[src/rtl/fifo_pkg.sv]
// Definitions shared by the read- and write-side FIFO controllers:
// default widths, pointer width and the skid-buffer state encoding.
package fifo_pkg;

  localparam int FIFO_AW = 8;
  localparam int FIFO_DW = 8;
  localparam int FIFO_PW = FIFO_AW + 1;

  typedef enum logic [1:0] {
    B0 = 2'd0,
    B1 = 2'd1,
    B2 = 2'd2
  } buf_state_t;

  // The state encoding doubles as the number of words held.
  function automatic logic [1:0] state_count(input buf_state_t s);
    return s;
  endfunction

endpackage

[src/rtl/fifo_skid2.sv]
// Two-entry skid buffer between the RAM read port and the downstream
// VLD/RDY handshake; entry "head" is always the oldest word.
module fifo_skid2
  import fifo_pkg::*;
#(
  parameter int DW = FIFO_DW
) (
  input  logic          clk,
  input  logic          clr_n,
  input  logic          cap,
  input  logic [DW-1:0] cap_data,
  input  logic          rdy,
  output logic [DW-1:0] dout,
  output logic          vld,
  output logic          pop,
  output logic [1:0]    cnt
);

  buf_state_t    state, state_nxt;
  logic [DW-1:0] head, tail;
  logic [1:0]    cnt_nxt;

  always_ff @(posedge clk or negedge clr_n) begin
    if (!clr_n) state <= B0;
    else        state <= state_nxt;
  end

  always_comb begin
    cnt_nxt   = state_count(state) + {1'b0, cap} - {1'b0, pop};
    state_nxt = state;
    case (cnt_nxt)
      2'd0:    state_nxt = B0;
      2'd1:    state_nxt = B1;
      default: state_nxt = B2;
    endcase
  end

  always_comb begin
    vld  = (state != B0);
    pop  = vld && rdy;
    cnt  = state_count(state);
    dout = head;
  end

  // Capture lands behind whatever survives this cycle's pop.
  always_ff @(posedge clk or negedge clr_n) begin
    if (!clr_n) begin
      head <= '0;
      tail <= '0;
    end else begin
      case ({cap, pop})
        2'b10: begin
          if (state == B0) head <= cap_data;
          else             tail <= cap_data;
        end
        2'b01: head <= tail;
        2'b11: begin
          if (state == B1) begin
            head <= cap_data;
          end else begin
            head <= tail;
            tail <= cap_data;
          end
        end
        default: ;
      endcase
    end
  end

endmodule

[src/rtl/fifo_rd_ctrl.sv]
// Read-side FIFO controller: read pointer, empty/TC flags and RAM read issue.
// Optional LEVEL/AE outputs are built when FIFO_RD_LEVEL_EN is defined.
module fifo_rd_ctrl
  import fifo_pkg::*;
#(
  parameter int AW     = FIFO_AW,
  parameter int DW     = FIFO_DW,
  parameter int AE_THR = 2
) (
  input  logic          CLK,
  input  logic          CLR_N,
  input  logic [AW:0]   WPTR,
  output logic [AW-1:0] RADDR,
  output logic          REN,
  input  logic [DW-1:0] RDATA,
  output logic [DW-1:0] DOUT,
  output logic          VLD,
  input  logic          RDY,
  output logic [AW:0]   RPTR,
  output logic          EMPTY,
  output logic          TC,
  output logic [AW+1:0] LEVEL,
  output logic          AE
);

  localparam int PW = AW + 1;
  localparam int LW = AW + 2;

  logic [PW-1:0] rptr;
  logic          inf;
  logic          pop;
  logic          mem_empty;
  logic [1:0]    cnt;
  logic [2:0]    committed;

  fifo_skid2 #(.DW(DW)) u_skid (
    .clk      (CLK),
    .clr_n    (CLR_N),
    .cap      (inf),
    .cap_data (RDATA),
    .rdy      (RDY),
    .dout     (DOUT),
    .vld      (VLD),
    .pop      (pop),
    .cnt      (cnt)
  );

  assign mem_empty = (WPTR == rptr);

  // Only issue a read if the buffer will have room when its data arrives.
  assign committed = {1'b0, cnt} + {2'b00, inf} - {2'b00, pop};
  assign REN       = !mem_empty && (committed < 3'd2);

  always_ff @(posedge CLK or negedge CLR_N) begin
    if (!CLR_N) begin
      rptr <= '0;
      inf  <= 1'b0;
    end else begin
      inf <= REN;
      if (REN) rptr <= rptr + PW'(1);
    end
  end

  assign RADDR = rptr[AW-1:0];
  assign RPTR  = rptr;
  assign TC    = &rptr[AW-1:0];
  assign EMPTY = mem_empty && !inf && (cnt == 2'd0);

`ifdef FIFO_RD_LEVEL_EN
  logic [PW-1:0] diff;
  assign diff  = WPTR - rptr;
  assign LEVEL = {1'b0, diff} + {{PW{1'b0}}, inf} + {{(PW-1){1'b0}}, cnt};
  assign AE    = (LEVEL <= LW'(AE_THR));
`else
  assign LEVEL = '0;
  assign AE    = 1'b0;
`endif

endmodule

[config.mk]
export PLATFORM = sky130hd
export DESIGN_NAME = fifo_rd_ctrl
export DESIGN_NICKNAME = d
export VERILOG_FILES = /design/src/rtl/fifo_pkg.sv /design/src/rtl/fifo_skid2.sv /design/src/rtl/fifo_rd_ctrl.sv
export SDC_FILE = /design/constraint.sdc
export NUM_CORES = 1
export LEC_CHECK = 0
export CAP_MARGIN = 30
export CELL_PAD_IN_SITES_DETAIL_PLACEMENT = 1
export CELL_PAD_IN_SITES_GLOBAL_PLACEMENT = 2
export CORE_ASPECT_RATIO = 0.7
export CORE_MARGIN = 10
export CORE_UTILIZATION = 40
export DETAILED_ROUTE_END_ITERATION = 8
export DONT_BUFFER_PORTS = 1
export GPL_ROUTABILITY_DRIVEN = 0
export PLACE_DENSITY = 0.81
export SLEW_MARGIN = 20
export SYNTH_ARGS = -nofsm -noshare
export SYNTH_HDL_FRONTEND = slang
export SYNTH_HIERARCHICAL = 1
export SYNTH_SLANG_ARGS = --single-unit
[constraint.sdc]
create_clock -name CLK -period 6.6 [get_ports CLK]
set_clock_uncertainty 0.2 [all_clocks]
set_input_delay 1.98 -clock CLK [delete_from_list [all_inputs] [get_ports CLK]]
set_output_delay 1.98 -clock CLK [all_outputs]
set_load 0.03 [all_outputs]
==> results of run 1 <==
-- where the power goes --
group	internal, mW	switching (mW)	leakage, nW
clock	0.0812	0.0549	0.0357
combinational	0.193	0.255	0.410
sequential	0.257	0.262	0.322
-- cell usage after synthesis, types with 2 or more instances --
| cell | number |
|---|---|
| dfrtp_1 | 28 |
| buf_4 | 19 |
| xor2_1 | 17 |
| inv_1 | 13 |
| mux2_2 | 9 |
| a21oi_1 | 7 |
| a221oi_1 | 7 |
| a311oi_1 | 7 |
| ha_1 | 7 |
| nand3_1 | 5 |
| xnor2_1 | 3 |
| and2_1 | 2 |
| mux2_4 | 2 |
| mux2i_1 | 2 |
| nand4_1 | 2 |
-- layer usage --
| metal | vias to the layer above | share of wire | routed length, µm | global-route usage |
|---|---|---|---|---|
| met1 | 545 | 0.48 | 1830 | 0.130 |
| li1 | 499 | - | - | - |
| met5 | - | 0 | 0 | 0 |
| met4 | 0 | 0.0071 | 27 | 0.0190 |
| met3 | 2 | 0.061 | 231 | 0.0299 |
| met2 | 32 | 0.45 | 1710 | 0.161 |
-- registers in the layout, summed over array words and instances, names as in the netlist --
signal,count
RPTR,9
u_skid/dout,8
u_skid/tail,8
u_skid/cnt,2
inf,1
-- kinds of logic (layout without fill, tap and decap cells) --
logic type / after synthesis / in the layout / synth area share
buffers and inverters: 36 / 19 / 0.124
flip-flops: 28 / 28 / 0.400
multiplexers: 13 / 13 / 0.0864
AND/OR/NAND/NOR: 22 / 22 / 0.0979
adder cells (fa/ha/maj): 8 / 8 / 0.0614
AO/OA/AOI/OAI: 26 / 26 / 0.129
other: 1 / 11 / 0.00214
XOR/XNOR: 20 / 20 / 0.100
-- layout make-up --
class | instances | area [µm²]
repair buffers | 1 | 7.51
well taps | 55 | 68.8
inverters | 14 | 52.6
fillers | 463 | 2510
multi-input cells | 100 | 872
clock buffers | 3 | 41.3
clock inverters | 1 | 30.0
flip-flops and latches | 28 | 701
-- worst max-delay path, delay by kind of cell --
kind | cells | cell delay, ps
adders and majority gates | 2 | 660
and+or+nand+nor | 3 | 530
AOI/OAI and AO/OA | 1 | 440
xor gates and xnor gates | 1 | 160
-- worst max path at each step --
stage            start  endpoint  slack, ps  depth (start not counted)
2_1_floorplan  WPTR[6]     EMPTY        740                          4
3_3_place_gp       RDY       REN        750                          7
3_5_place_dp       RDY       REN        680                          7
4_1_cts            RDY       REN        630                          7
5_1_grt            RDY       REN        540                          7
6_report           RDY       REN        650                          7
==> flow_summary.yaml, run 1 <==
pwr:
  cellPowerDensity_mw_per_mm2: 622
  fin_total_pwr_mw: 1.10
  leakagePower_nw: 0.767
  ir_worst_vdd_v: 0.000169
worst_hold_path:
  hold_class: "reg2reg"
  whs_path_depth: 1
  min_to: "u_skid/tail[4]$_DFFE_PN0P_"
  min_from: "u_skid/tail[4]$_DFFE_PN0P_"
logic_synthesis:
  synth_cells: 154
  synth_top_area_share: 0.400
  postSynth.asyncResetShare: 1.00
  syn_area_mm2: 0.00175
  synth_area_leaders: "dfrtp_1 (40%), xor2_1 (8.5%), buf_4 (8.1%), mux2_2 (5.8%), ha_1 (5.0%)"
  synth.avg_cell_area_um2: 11.4
  synth_edf_count: 0
  yosys_register_bits: 28
  synth.largest_area_cell: "dfrtp_1"
  synth_cell_type_count: 39
  ys_warn_count: 6
  synth_top_flop_cell: "dfrtp_1"
  seq_area_frac_synth: 0.400
cells_and_area:
  final_area_mm2: 0.00177
  layout_commonest_cell: "dfrtp_1"
  syn2layout_area_growth_pct: 1.21
  fin_cells: 202
  n_antenna_cell: 0
  drive_gt1_frac: 0.190
  final_util: 0.414
  fin_nets: 176
  final_cell_mix: "dfrtp_1 (28), xor2_1 (17), inv_1 (13), conb_1 (11), mux2_2 (9)"
critical_path:
  start_kind: "input pin"
  critPathKind: "in2out"
  r2r_cells: 9
  worstPathRequired_ps: 4420
  crit_arrival_ps: 3770
  slowest_stage: "a31oi_4"
  critical_path.max_fanout: 8
  r2r-end: "RPTR[1]$_DFFE_PN0P_"
  max_stage_delay_ps: 440
  reg2reg_from: "u_skid/cnt[1]$_DFF_PN0_"
  r2r_slack_ps: 3250
  end_kind: "output port"
  crit_path_cell_trace: "and2_4, ha_1, nand2b_1, fa_1, xnor2_1, nand2_1, a31oi_4"
timing:
  drv_slew: 0
  grt_setup_unrepaired: "no"
  hold-worst-slack_ps: 320
  setup_violations: 0
  min_period_ps: 5950
  fin_crit_sh: 0.902
  slew_headroom: 0.484
  max_freq_ghz: 0.168
  setup_ws_ps: 648
  tightest_slew_ps: 773
  finalSetupTns_ps: 0
  hold_violations: 0
clocking:
  post_cts_resized: 0
  clkSlewWorstSetupHoldPaths_ps: 100
  htree_levels: 1
  clk_latency_ps: 270
  cts.sinks: 28
  post_cts_buffers: 0
  cts_made_buffers: 3
  holdBufCountCts: 0
  clock_path_buffers: 2
  cts_tree: "done"
  root_buffer: "clkbuf_8"
detailed_routing:
  num_vias: 1078
  drc: 0
  drtAntennaViolNets: 0
  drt_iter0_markers: 52
  viasPerCell: 5.34
  drt_first_pass_iters: 4
  routed_wirelength_um: 3810
  wl_per_cell_um: 18.8
floorplanning:
  io_pins: 60
  die_width_um: 99.1
  start_util: 0.409
  rows: 20
  coreArea_mm2: 0.00428
  fp.dieH_um: 75.4
  die-area_mm2: 0.00747
global_route:
  antenna_found_initial: 0
  grt_pass1_vias: 1131
  grt_max_degree: 29
  grt_pass1_wl_um: 6180
  grt_overflow: 0
  grtUsageTotal: 0.0995
place:
  port_buffers: 0
  place_hpwl_um: 2920
  postPlaceCellArea_mm2: 0.00170
  place_ws_ps: 681
  placed_cells: 198
job:
  drv_cap: 0
run_status:
  status: "finished clean"
No activity file was read; power rests on OpenSTA's default activity.
==> inputs of run 2 (changes only) <==
--- a/config.mk
+++ b/config.mk
@@ -9,7 +9,7 @@
 export CELL_PAD_IN_SITES_DETAIL_PLACEMENT = 1
 export CELL_PAD_IN_SITES_GLOBAL_PLACEMENT = 2
 export CORE_ASPECT_RATIO = 0.7
-export CORE_MARGIN = 10
+export CORE_MARGIN = 3
 export CORE_UTILIZATION = 40
 export DETAILED_ROUTE_END_ITERATION = 8
 export DONT_BUFFER_PORTS = 1
==> run 2 against run 1 <==
  * Sequential share of layout area grew 0.084 points
  * Sequential power is essentially flat
  * Setup slack gained 51 ps
==> flow_summary.yaml, run 2 (synthesis results as in run 1) <==
timing:
  grt_setup_unrepaired: "no"
  fin_crit_sh: 0.894
  setup_violations: 0
  max_freq_ghz: 0.169
  finalSetupTns_ps: 0
  min_period_ps: 5900
  slew_headroom: 0.465
  drv_slew: 0
  tightest_slew_ps: 803
  hold-worst-slack_ps: 319
  hold_violations: 0
pwr:
  swShare: 0.517
  pwr-share-seq: 0.471
  ir_worst_vdd_v: 0.000224
  leakagePower_nw: 0.768
  fin_total_pwr_mw: 1.10
  p_switching_uw: 570
  cellPowerDensity_mw_per_mm2: 623
  clock_power_share: 0.125
  comb_power_share: 0.404
  internal-power_uw: 532
job:
  drv_cap: 0
critical_path:
  reg2reg_from: "u_skid/cnt[1]$_DFF_PN0_"
  worstPathRequired_ps: 4420
  slowest_stage: "a31oi_4"
  max_stage_delay_ps: 420
  r2r_cells: 9
  cp_num_buf_inv: 0
  r2r_slack_ps: 3300
  start_kind: "input pin"
  critPathKind: "in2out"
  end_kind: "output port"
  crit_path_cell_trace: "and2_4, ha_1, nand2b_1, fa_1, xnor2_1, nand2_1, a31oi_4"
  crit_arrival_ps: 3720
  critical_path.max_fanout: 8
  r2r-end: "RPTR[1]$_DFFE_PN0P_"
  crit_family: "adder cells"
clocking:
  post_cts_buffers: 0
  cts_made_buffers: 3
  root_buffer: "clkbuf_8"
  post_cts_resized: 0
  clkSlewWorstSetupHoldPaths_ps: 100
  clk_latency_ps: 280
  htree_levels: 1
  cts_tree: "done"
  cts.sinks: 28
  clock_path_buffers: 2
  holdBufCountCts: 0
worst_hold_path:
  hold_class: "reg2reg"
  min_from: "u_skid/tail[4]$_DFFE_PN0P_"
  whs_path_depth: 1
  min_to: "u_skid/tail[4]$_DFFE_PN0P_"
detailed_routing:
  drc: 0
  drt_iter0_markers: 66
  viasPerCell: 5.56
  drtAntennaViolNets: 0
  drt_first_pass_iters: 4
  wl_per_cell_um: 17.9
  num_vias: 1107
  routed_wirelength_um: 3560
global_route:
  grt_overflow: 0
  antenna_found_initial: 0
  grtUsageTotal: 0.133
  grt_max_degree: 29
  grt_pass1_wl_um: 5340
  grt_pass1_vias: 1030
place:
  port_buffers: 0
  place_hpwl_um: 2690
run_status:
  status: "finished clean"
floorplanning:
  die-area_mm2: 0.00522
  rows: 19
  coreArea_mm2: 0.00407
  start_util: 0.431
  io_pins: 60
  die_width_um: 85.1
  fp.dieH_um: 61.4
cells_and_area:
  n_antenna_cell: 0
  largest_reg_flops: 9
  final_cell_mix: "dfrtp_1 (28), xor2_1 (17), inv_1 (13), conb_1 (11), mux2_2 (9)"
  layout_commonest_cell: "dfrtp_1"
  drive_gt1_frac: 0.190
  fin_nets: 176
  syn2layout_area_growth_pct: 1.00
[run 2: cell types whose count changed in the layout (fill, tap and decap cells not counted), sizes merged]
cell / before / now
clkbuf: 4 / 3
buf: 0 / 1
[run 2: per-layer routing]
layer	up-vias	wire, µm	GRT usage
met4	0	37	0.0406
li1	498	-	-
met3	4	334	0.0414
met2	50	1620	0.204
met5	-	0	0
met1	555	1570	0.182
[run 2: layout make-up]
type                            count  area [µm²]
Clock inverter                      1        30.0
Clock buffer                        3        41.3
Multi-Input combinational cell    100         872
Fill cell                         449        2300
Timing Repair Buffer                1        7.51
Tap cell                           52        65.1
Sequential cell                    28         701
Inverter                           14        52.6
[run 2: how the worst max path moves through the flow]
stage / start / to / slack, ps / depth (start not counted)
6_report: RDY / REN / 700 / 7
5_1_grt: RDY / REN / 580 / 7
4_1_cts: RDY / REN / 700 / 7
3_5_place_dp: RDY / REN / 700 / 7
3_3_place_gp: RDY / REN / 760 / 7
2_1_floorplan: WPTR[6] / EMPTY / 740 / 4
[run 2: power groups by stage]
stage	registers (mW)	clock network [mW]	logic, mW
2_1_floorplan	0.438	0	0.479
3_3_place_gp	0.519	0	0.423
3_5_place_dp	0.527	0	0.446
4_1_cts	0.524	0.142	0.448
5_1_grt	0.535	0.149	0.491
6_report	0.519	0.138	0.445
[run 2: through the flow]
step,worst slack (ps),instance area [µm²],util,cells
CTS,703,1770,0.435,199
global route,584,1770,0.435,199
finish,699,1770,0.435,199
detailed placement,704,1700,0.418,195
floorplan,741,1790,-,164
global placement,758,1700,0.418,195
==> inputs of run 3 (changes only) <==
--- a/config.mk
+++ b/config.mk
@@ -10,11 +10,12 @@
 export CELL_PAD_IN_SITES_GLOBAL_PLACEMENT = 2
 export CORE_ASPECT_RATIO = 0.7
 export CORE_MARGIN = 3
-export CORE_UTILIZATION = 40
+export CORE_UTILIZATION = 35
 export DETAILED_ROUTE_END_ITERATION = 8
 export DONT_BUFFER_PORTS = 1
 export GPL_ROUTABILITY_DRIVEN = 0
-export PLACE_DENSITY = 0.81
+export GPL_TIMING_DRIVEN = 0
+export PLACE_DENSITY = 0.76
 export SLEW_MARGIN = 20
 export SYNTH_ARGS = -nofsm -noshare
 export SYNTH_HDL_FRONTEND = slang
==> constraint.sdc (replaced) <==
create_clock -name CLK -period 4.8 [get_ports CLK]
set_clock_uncertainty 0.2 [all_clocks]
set_input_delay 1.44 -clock CLK [delete_from_list [all_inputs] [get_ports CLK]]
set_output_delay 1.44 -clock CLK [all_outputs]
set_load 0.03 [all_outputs]
==> run 3 against run 2 <==
  * Register-to-register slack got worse by 1700 ps
  * Die area increased by 13%
  * Combinational power increased by 78%
  * Non-clock buffer count increased by 22
  * Clock-buffer cell count unchanged
  * Largest cell class unchanged
  * Total power increased by 48%
==> flow_summary.yaml, run 3 (synthesis results as in run 1) <==
run_status:
  status: "finished clean"
cells_and_area:
  largest_reg_flops: 9
  final_cell_mix: "dfrtp_1 (28), buf_4 (20), xor2_1 (17), inv_1 (13), conb_1 (11)"
  n_antenna_cell: 0
  syn2layout_area_growth_pct: 12.0
  drive_gt1_frac: 0.314
  layout_commonest_cell: "dfrtp_1"
  fin_nets: 198
  final_area_mm2: 0.00196
global_route:
  grt_overflow: 0
  grtUsageTotal: 0.140
  antenna_found_initial: 0
  grt_max_degree: 29
  grt_pass1_vias: 1241
  grt_pass1_wl_um: 6530
timing:
  grt_setup_unrepaired: "no"
  max_freq_ghz: 0.213
  fin_crit_sh: 0.977
  tightest_slew_ps: 811
  finalSetupTns_ps: 0
  drv_slew: 0
  min_period_ps: 4690
  setup_violations: 0
  slew_headroom: 0.455
  setup_ws_ps: 111
  hold_violations: 0
clocking:
  cts_tree: "done"
  clkSlewWorstSetupHoldPaths_ps: 100
  htree_levels: 1
  cts_made_buffers: 3
  clk_latency_ps: 280
  clock_path_buffers: 2
  root_buffer: "clkbuf_8"
  cts.sinks: 28
pwr:
  cellPowerDensity_mw_per_mm2: 830
  ir_worst_vdd_v: 0.000286
  fin_total_pwr_mw: 1.63
  leakagePower_nw: 0.879
detailed_routing:
  drt_first_pass_iters: 4
  viasPerCell: 5.06
  num_vias: 1189
  drt_iter0_markers: 47
  wl_per_cell_um: 17.5
  drc: 0
  drtAntennaViolNets: 0
  routed_wirelength_um: 4120
place:
  place_ws_ps: -36.8
  port_buffers: 0
  postPlaceCellArea_mm2: 0.00188
  place_hpwl_um: 3080
job:
  drv_cap: 0
worst_hold_path:
  min_from: "u_skid/tail[5]$_DFFE_PN0P_"
  hold_class: "reg2reg"
critical_path:
  crit_end: "REN"
  end_kind: "output port"
  r2r-end: "RPTR[1]$_DFFE_PN0P_"
  critical_path.max_fanout: 5
  crit_arrival_ps: 3050
  worstPathRequired_ps: 3160
  r2r_slack_ps: 1620
  critPathKind: "in2out"
  reg2reg_from: "u_skid/cnt[1]$_DFF_PN0_"
  r2r_cells: 9
  crit_start: "RDY"
  start_kind: "input pin"
floorplanning:
  start_util: 0.383
  die-area_mm2: 0.00590
  coreArea_mm2: 0.00458
  die_width_um: 90.6
  fp.dieH_um: 65.2
  io_pins: 60
  rows: 20
## run 3: cell count changes in the layout (fill, tap and decap cells not counted)
cell / change
nand2_1: -1
fa_2: +1
nor4_2: +1
nor4_1: -1
nand2_2: +1
fa_1: -1
buf_4: +19
buf_6: +1
clkbuf_2: +1
buf_2: +1
## run 3: timing repair
| action | in CTS | in global routing |
|---|---|---|
| gates resized for setup | 1 | 1 |
| endpoints found under the hold margin | 0 | 0 |
| endpoints found under the setup margin | 1 | 1 |
| pin swaps | 1 | 1 |
| setup buffers | 1 | 0 |
| hold buffers | 0 | 0 |
## run 3: report_power, final
part | internal, mW | switching [mW] | total, mW
sequential | 0.355 | 0.290 | 0.645
combinational | 0.341 | 0.451 | 0.792
clock | 0.112 | 0.0795 | 0.191
## run 3: routing by layer
metal / GRT usage / up-vias / routed length (µm)
li1: - / 540 / -
met1: 0.169 / 605 / 1820
met2: 0.245 / 39 / 1990
met3: 0.0503 / 5 / 293
met4: 0.0229 / 0 / 18
met5: 0 / - / 0
## run 3: final cells by class
cell class                 count  area (µm²)
multi-input combinational    100         883
buffer                        22         164
clock buffer                   3        41.3
clock inverter                 1        30.0
tap                           66        82.6
sequential                    28         701
fill                         509        2620
inverter                      14        52.6
timing repair buffer           1        7.51
## run 3: worst max-delay path, stage by stage
cell and delay [ps]:
and2_4 140, ha_1 290, nand2b_1 180, fa_2 350, xnor2_1 190, nand2_2 90
a31oi_4 360
## run 3: through the flow
step | utilization | cells | hold WS (ps)
6_report | 0.428 | 235 | 320
5_1_grt | 0.428 | 235 | 345
4_1_cts | 0.428 | 235 | 324
3_5_place_dp | 0.410 | 230 | 298
3_3_place_gp | 0.409 | 230 | 289
2_1_floorplan | - | 164 | 281
## run 3: how the worst min path moves through the flow
stage / end / slack, ps / cells past startpoint
5_1_grt: u_skid/tail[0]$_DFFE_PN0P_ / 350 / 1
6_report: u_skid/tail[5]$_DFFE_PN0P_ / 320 / 1
4_1_cts: u_skid/tail[2]$_DFFE_PN0P_ / 320 / 1
2_1_floorplan: u_skid/tail[0]$_DFFE_PN0P_ / 280 / 1
3_5_place_dp: u_skid/tail[5]$_DFFE_PN0P_ / 300 / 1
3_3_place_gp: u_skid/tail[3]$_DFFE_PN0P_ / 290 / 1
